[config.mk]
export PLATFORM = sky130hd
export DESIGN_NAME = instr_ctrl_seq
export DESIGN_NICKNAME = d
export VERILOG_FILES = /design/src/rtl/instr_ctrl_seq.sv
export SDC_FILE = /design/constraint.sdc
export NUM_CORES = 1
export LEC_CHECK = 0
export BUFFER_PORTS_ARGS = -buffer_cell sky130_fd_sc_hd__buf_2
export CAP_MARGIN = 30
export CORE_MARGIN = 1.5
export CORE_UTILIZATION = 45
export DETAILED_ROUTE_END_ITERATION = 12
export PLACE_DENSITY = 0.66
export REMOVE_ABC_BUFFERS = 1
export SLEW_MARGIN = 20
export SYNTH_ARGS = -nofsm -noshare
export SYNTH_HDL_FRONTEND = slang
export SYNTH_SLANG_ARGS = --single-unit
[constraint.sdc]
create_clock -name clk -period 4.6 [get_ports clk]
set_clock_uncertainty 0.15 [all_clocks]
set_input_delay 0.92 -clock clk [delete_from_list [all_inputs] [get_ports clk]]
set_output_delay 0.92 -clock clk [all_outputs]
set_load 0.005 [all_outputs]
[src/rtl/instr_ctrl_seq.sv]
`default_nettype none
// ============================================================================
// Module   : instr_ctrl_seq
// Purpose  : Multi-cycle control sequencer for the accumulator CPU. It accepts
//            one opcode per handshake, waits out the data-RAM read latency and
//            issues single-cycle write strobes.
// Revision : 1.0 - initial release
// ============================================================================
module instr_ctrl_seq #(
    parameter int OPW     = 5,
    parameter int RAM_LAT = 1,
    parameter int CNT_W   = 16
) (
    input  logic             clk,
    input  logic             reset,
    input  logic             instr_valid,
    output logic             instr_ready,
    input  logic [OPW-1:0]   opcode,
    input  logic             acc_zero,
    output logic [1:0]       sel_a,
    output logic             sel_b,
    output logic             op,
    output logic             rd_ram,
    output logic             wr_ram,
    output logic             wr_acc,
    output logic             wr_pc,
    output logic             pc_src,
    output logic             halted,
    output logic             illegal,
    output logic [CNT_W-1:0] instr_cnt
);

    localparam logic [4:0] c_HLT  = 5'd0;
    localparam logic [4:0] c_STO  = 5'd1;
    localparam logic [4:0] c_LD   = 5'd2;
    localparam logic [4:0] c_LDI  = 5'd3;
    localparam logic [4:0] c_ADD  = 5'd4;
    localparam logic [4:0] c_ADDI = 5'd5;
    localparam logic [4:0] c_SUB  = 5'd6;
    localparam logic [4:0] c_SUBI = 5'd7;
    localparam logic [4:0] c_BEQ  = 5'd8;
    localparam logic [4:0] c_BNE  = 5'd9;
    localparam logic [4:0] c_JMP  = 5'd10;

    localparam int                 c_LAT_W    = 3;
    localparam logic [c_LAT_W-1:0] c_LAT_LOAD = c_LAT_W'(RAM_LAT - 1);
    localparam logic [CNT_W-1:0]   c_CNT_MAX  = '1;

    typedef enum logic [1:0] {
        FETCH = 2'd0,
        RD    = 2'd1,
        EXEC  = 2'd2,
        HALT  = 2'd3
    } state_t;

    state_t             r_state;
    logic               r_ready;
    logic [4:0]         r_opc5;
    logic               r_illegal;
    logic [1:0]         r_selA;
    logic               r_selB;
    logic               r_op;
    logic               r_rdRam;
    logic               r_wrRam;
    logic               r_wrAcc;
    logic               r_wrPc;
    logic               r_illPulse;
    logic               r_halted;
    logic [c_LAT_W-1:0] r_latCnt;
    logic [CNT_W-1:0]   r_cnt;

    logic [4:0] w_opc5;
    logic       w_upperSet;
    logic       w_inIllegal;
    logic       w_inRd;
    logic [1:0] w_inSelA;
    logic       w_inSelB;
    logic       w_inOp;

    assign w_opc5 = opcode[4:0];

    // Opcode bits above the decoded five only exist for OPW > 5.
    generate
        if (OPW > 5) begin : g_wideOpcode
            assign w_upperSet = |opcode[OPW-1:5];
        end else begin : g_narrowOpcode
            assign w_upperSet = 1'b0;
        end
    endgenerate

    always_comb begin
        w_inIllegal = w_upperSet || (w_opc5 > c_JMP);
        w_inRd      = !w_inIllegal && ((w_opc5 == c_LD) || (w_opc5 == c_ADD) || (w_opc5 == c_SUB));
        w_inSelA    = 2'b00;
        w_inSelB    = 1'b0;
        w_inOp      = 1'b0;
        if (!w_inIllegal) begin
            case (w_opc5)
                c_LDI:          w_inSelA = 2'b01;
                c_ADD, c_SUB:   w_inSelA = 2'b10;
                c_ADDI, c_SUBI: begin
                    w_inSelA = 2'b10;
                    w_inSelB = 1'b1;
                end
                default: ;
            endcase
            w_inOp = (w_opc5 == c_SUB) || (w_opc5 == c_SUBI);
        end
    end

    // EXEC strobes {wr_acc, wr_ram, wr_pc, illegal}; illegal opcodes act as NOP.
    function automatic logic [3:0] execStrobes(input logic [4:0] opc, input logic ill);
        logic wrAcc;
        logic wrRam;
        logic wrPc;
        wrAcc = !ill && (opc inside {c_LD, c_LDI, c_ADD, c_ADDI, c_SUB, c_SUBI});
        wrRam = !ill && (opc == c_STO);
        wrPc  = ill || (opc != c_HLT);
        return {wrAcc, wrRam, wrPc, ill};
    endfunction

    always_ff @(posedge clk) begin
        if (reset) begin
            r_state    <= FETCH;
            r_ready    <= 1'b0;
            r_opc5     <= '0;
            r_illegal  <= 1'b0;
            r_selA     <= 2'b00;
            r_selB     <= 1'b0;
            r_op       <= 1'b0;
            r_rdRam    <= 1'b0;
            r_wrRam    <= 1'b0;
            r_wrAcc    <= 1'b0;
            r_wrPc     <= 1'b0;
            r_illPulse <= 1'b0;
            r_halted   <= 1'b0;
            r_latCnt   <= '0;
            r_cnt      <= '0;
        end else begin
            {r_wrAcc, r_wrRam, r_wrPc, r_illPulse} <= 4'b0000;
            case (r_state)
                FETCH: begin
                    r_ready <= 1'b1;
                    if (instr_valid && r_ready) begin
                        r_ready   <= 1'b0;
                        r_opc5    <= w_opc5;
                        r_illegal <= w_inIllegal;
                        r_selA    <= w_inSelA;
                        r_selB    <= w_inSelB;
                        r_op      <= w_inOp;
                        if (w_inRd) begin
                            r_state  <= RD;
                            r_rdRam  <= 1'b1;
                            r_latCnt <= c_LAT_LOAD;
                        end else begin
                            r_state <= EXEC;
                            {r_wrAcc, r_wrRam, r_wrPc, r_illPulse} <= execStrobes(w_opc5, w_inIllegal);
                        end
                    end
                end
                RD: begin
                    if (r_latCnt == '0) begin
                        r_state <= EXEC;
                        {r_wrAcc, r_wrRam, r_wrPc, r_illPulse} <= execStrobes(r_opc5, r_illegal);
                    end else begin
                        r_latCnt <= r_latCnt - c_LAT_W'(1);
                    end
                end
                EXEC: begin
                    r_rdRam <= 1'b0;
                    if (r_cnt != c_CNT_MAX) begin
                        r_cnt <= r_cnt + CNT_W'(1);
                    end
                    if (!r_illegal && (r_opc5 == c_HLT)) begin
                        r_state  <= HALT;
                        r_halted <= 1'b1;
                    end else begin
                        r_state <= FETCH;
                        r_ready <= 1'b1;
                    end
                end
                default: ;
            endcase
        end
    end

    // Branch decision uses acc_zero as seen during EXEC itself, hence combinational.
    assign pc_src = (r_state == EXEC) && !r_illegal &&
                    ((r_opc5 == c_JMP) ||
                     ((r_opc5 == c_BEQ) && acc_zero) ||
                     ((r_opc5 == c_BNE) && !acc_zero));

    assign instr_ready = r_ready;
    assign sel_a       = r_selA;
    assign sel_b       = r_selB;
    assign op          = r_op;
    assign rd_ram      = r_rdRam;
    assign wr_ram      = r_wrRam;
    assign wr_acc      = r_wrAcc;
    assign wr_pc       = r_wrPc;
    assign halted      = r_halted;
    assign illegal     = r_illPulse;
    assign instr_cnt   = r_cnt;

endmodule
`default_nettype wire

Word-level counts from Yosys, hierarchy flattened
Index checks and enable logic that the tools add are counted.
Word-level totals
  logic and storage cells: 119
  register bits: 38
  output and inout port bits: 28
Operators by class
  multiplexer cells: 36
  add/subtract/negate cells: 2
  order comparisons: 1
  reduce and logical (&&, ||, !) cells: 40
  eq/ne operators: 25
Operators with widths (count)
  $eq 5x3->1 const B: 8
  $eq 5x2->1 const B: 4
  $mux 1: 19
  $add 16x1->16 const B: 1
  $ne 16x16->1 const B: 1
  $eq 5x4->1 const B: 3
  $pmux 1 s2: 6
  $reduce_bool 6->1: 2
  $logic_and 1x1->1: 11
  $eq 5x1->1 const B: 2
  $mux 2: 5
  $ne 2x2->1 const B: 5
  $reduce_bool 5->1: 2
  $mux 3: 3
  $reduce_and 2->1: 4
  $logic_or 1x1->1: 7
  $pmux 2 s3: 1
  $pmux 3 s2: 1
  $reduce_and 3->1: 2
  $gt 5x4->1 const B: 1
  $logic_not 5->1: 1
  $pmux 2 s2: 1
  $reduce_and 4->1: 1
  $reduce_bool 2->1: 2
  other kinds (9): 11

Longest topological paths before layout
  depth after elaboration: 7
  mapped depth: 7
  depth with buffers taken out: 6

Worst setup path before layout
OpenSTA, ideal clock, no wires.
  kind: input to register
  start point: input opcode[0]
  end point: register r_latCnt[1]
  slack: 2058 ps
  cell stages on the path: 4
  arrival: 2313 ps
  buffers on the path: 0
  setup time: 79 ps
  required time: 4371 ps
  cell sequence: or3_4 -> or3_4 -> or4_2 -> o211ai_1
On the way
  word-level cells in the longest chain between the ends: 6
Ends and longest elaborated chain
  from (decl): RTL line 18  | input logic [OPW-1:0] opcode,
  parallel branches: the longest is 3 deep, another holds $gt 5x4->1
  $logic_and 1x1->1 *: RTL line 93  | w_inRd = !w_inIllegal && ((w_opc5 == c_LD) || (w_opc5 == c_ADD) || (w_opc5 == c_SUB));
  $ne 2x2->1 (no line) *
  $reduce_and 4->1 (no line) *
  to (signal assigned): RTL line 154  | r_latCnt <= c_LAT_LOAD;
  to (signal assigned): RTL line 166  | r_latCnt <= r_latCnt - c_LAT_W'(1);
  to (decl): RTL line 69  | logic [c_LAT_W-1:0] r_latCnt;
Every way passes the cells marked *.
A chain may end at the register's enable or synchronous reset.

Final worst setup path
  start point: register r_state[0]
  end point: output pc_src
On the way
  word-level cells in the longest chain between the ends: 3
Ends and longest elaborated chain
  from (decl): RTL line 56  | state_t r_state;
  from (signal assigned): RTL line 124  | r_state <= FETCH;
  from (signal assigned): RTL line 152  | r_state <= RD;
  from (signal assigned): RTL line 156  | r_state <= EXEC;
  $eq 2x2->1: RTL line 188  | assign pc_src = (r_state == EXEC) && !r_illegal &&
  $logic_and 1x1->1 (2 in series): RTL line 188
  to (decl): RTL line 27  | output logic pc_src,
Every way passes these cells.

==> flow_metrics.env <==
export IMPL_status="finished clean"
export IMPL_grt_pass1_wl_um=7390
export IMPL_worst_path_buf_inv=2
export IMPL_synth_seq_cells=38
export IMPL_post_route_util_pct=55.5
export IMPL_htree_levels=2
export IMPL_hp_class="reg -> reg"
export IMPL_grt_max_degree=41
export IMPL_critPathKind="reg -> out"
export IMPL_synthTopCellsByCount="dfxtp_1, a21oi_1, nor2_1"
export IMPL_antenna_found_initial=0
export IMPL_regArea_um2=761
export IMPL_fin_tns_setup_ps=0
export IMPL_die_h_um=69.3
export IMPL_io_pins=37
export IMPL_multi_input_area_um2=1130
export IMPL_wl_per_cell_um=13.8
export IMPL_numCtsBuffers=5
export IMPL_track_usage_pct=18.5
export IMPL_pre_cts_ws_ps=1870
export IMPL_cap_violations=0
export IMPL_drt_iter0_markers=209
export IMPL_vias=1897
export IMPL_avgSynthCellArea_um2=8.27
export IMPL_synth_edf_count=0
export IMPL_period_needed_ps=2740
export IMPL_cts_tree="done"
export IMPL_clock_fmax_ghz=0.366
export IMPL_synth_top_cell_by_area="dfxtp_1"
export IMPL_synth_most_common_cell="dfxtp_1"
export IMPL_dr_pass1_iters=4
export IMPL_tightest_slew_ps=777
export IMPL_start_kind="flop"
export IMPL_yosysSeqAreaShare_pct=38.5
export IMPL_slew_viol_final=0
export IMPL_cts_resized_gates=0
export IMPL_layout_setup_ws_ps=1860
export IMPL_irDropWorstVdd_v=0.000243
export IMPL_crit_slowest_cell="ha_1"
export IMPL_port_buffers=36
export IMPL_die_x_um=69.3
export IMPL_ys_types=53
export IMPL_setup_viol=0
export IMPL_cp_max_fo=10
export IMPL_clockRootBuffer="clkbuf_8"
export IMPL_rsz0062_at_grt="false"
export IMPL_cts_sinks=38
export IMPL_synth_area_um2=1980
export IMPL_syn_inst=239
export IMPL_ant_nets=0
export IMPL_slew_headroom_pct=47.5
export IMPL_cp_arrival_ps=1670
export IMPL_final_area_um2=2280
export IMPL_slowest_delay_ps=390
export IMPL_fill_cells=407
export IMPL_vias_per_cell=5.91
export IMPL_placed_area_um2=2170
export IMPL_clock_latency_ps=290
export IMPL_synth_top_cell_area_share_pct=38.5
export IMPL_core_um2=4120
export IMPL_cts_buffer_depth=2
export IMPL_place_hpwl_um=3040
export IMPL_power_density_nw_per_um2=438
export IMPL_crit_family="simple AND/OR/NAND/NOR gates"
export IMPL_grt_pass1_vias=1595
export IMPL_totalWireLength_um=4420
export IMPL_gp_congestion=0.814
export IMPL_ys_flop_type="dfxtp_1"
export IMPL_drive_gt1_share_pct=19.6
export IMPL_start_util_pct=48.0
export IMPL_rows=23
export IMPL_clk_pin_slew_ps=80
export IMPL_crit_path_end_kind="primary output"
export IMPL_required_ps=3530
export IMPL_drc_errors=0
export IMPL_synthArstFlopShare_pct=0
export IMPL_antenna_cells=0
export IMPL_area_growth_pct=15.6
export IMPL_yosys_top_cells_area="dfxtp_1, a21oi_1, ha_1"
export IMPL_hold_viol_final=0
export IMPL_final_nets=287
export IMPL_overflow=0
export IMPL_fin_crit_sh_pct=59.5
export IMPL_cts_setup_buffers=0
export IMPL_crit_chain="inv_1 -> ha_1 -> nand3b_1 -> nor4_1 -> buf_2"
export IMPL_synth_warnings=0
export IMPL_dieArea_um2=4800
export IMPL_p_leak_nw=0.855
export IMPL_hold_buffers=0
## where the power goes
group / internal, mW / switching [mW]
logic: 0.124 / 0.185
clock network: 0.174 / 0.115
registers: 0.367 / 0.0363
## worst paths after layout
path,slack (ps),to,from,cells after the start
hold reg to reg,300,op,op,2
setup / recovery,1860,pc_src,r_state[0],5
setup reg to reg,2040,r_latCnt[1],r_state[0],6
hold / removal,300,op,op,2
## flip-flops by register name (all words and copies together), names as in the netlist, 2 cells and up
register / cells
instr_cnt: 16
r_latCnt: 3
r_opc5: 5
r_state: 2
sel_a: 2
## worst reg2reg max path: cells and delay by family (launching register included)
kind | cells | cell delay, ps
AO/OA/AOI/OAI | 1 | 110
adder cells (fa/ha/maj) | 1 | 370
buffers and inverters | 1 | 100
flip-flops | 1 | 330
AND/OR/NAND/NOR | 3 | 1440
## cell type report
| cell class | count | area share, % |
|---|---|---|
| Clock buffer | 6 | 3.61 |
| Multi-Input combinational cell | 180 | 49.3 |
| Clock inverter | 1 | 1.31 |
| Timing Repair Buffer | 37 | 8.21 |
| Tap cell | 50 | 2.74 |
| Sequential cell | 38 | 33.3 |
| Inverter | 9 | 1.48 |
## placed cells by master, fill, tap and decap left out, types with 9 or more instances in the layout
cell type	n
buf_2	36
nor2_1	21
o21ai_0	9
a21oi_1	22
nand4_1	9
nand3_1	12
nand2_1	18
dfxtp_1	38
inv_1	9
## per-layer routing
metal	track usage, %	up-vias	share of wire [%]
met5	0	-	0
met4	6.32	0	0.88
met3	4.80	4	5.2
met2	26.4	47	43
met1	27.0	897	51
li1	-	949	-
## cells by family (layout without fill, tap and decap cells)
family,count (synthesis),in the layout,synth area share [%]
and+or+nand+nor,110,110,31.2
AOI/OAI and AO/OA,58,58,18.9
DFF,38,38,38.5
buffers and inverters,21,53,4.49
adders and majority gates,7,7,4.43
muxes,4,4,2.09
xor gates and xnor gates,1,1,0.443
## through the flow
stage                     cells  total power, mW  hold WS [ps]
final                       321             1.00           302
after global routing        321             1.07           323
after CTS                   321             1.00           304
after floorplan             227            0.633           288
after global placement      314            0.716           298
after detailed placement    314            0.718           294
Power figures use the tool's default switching activity.
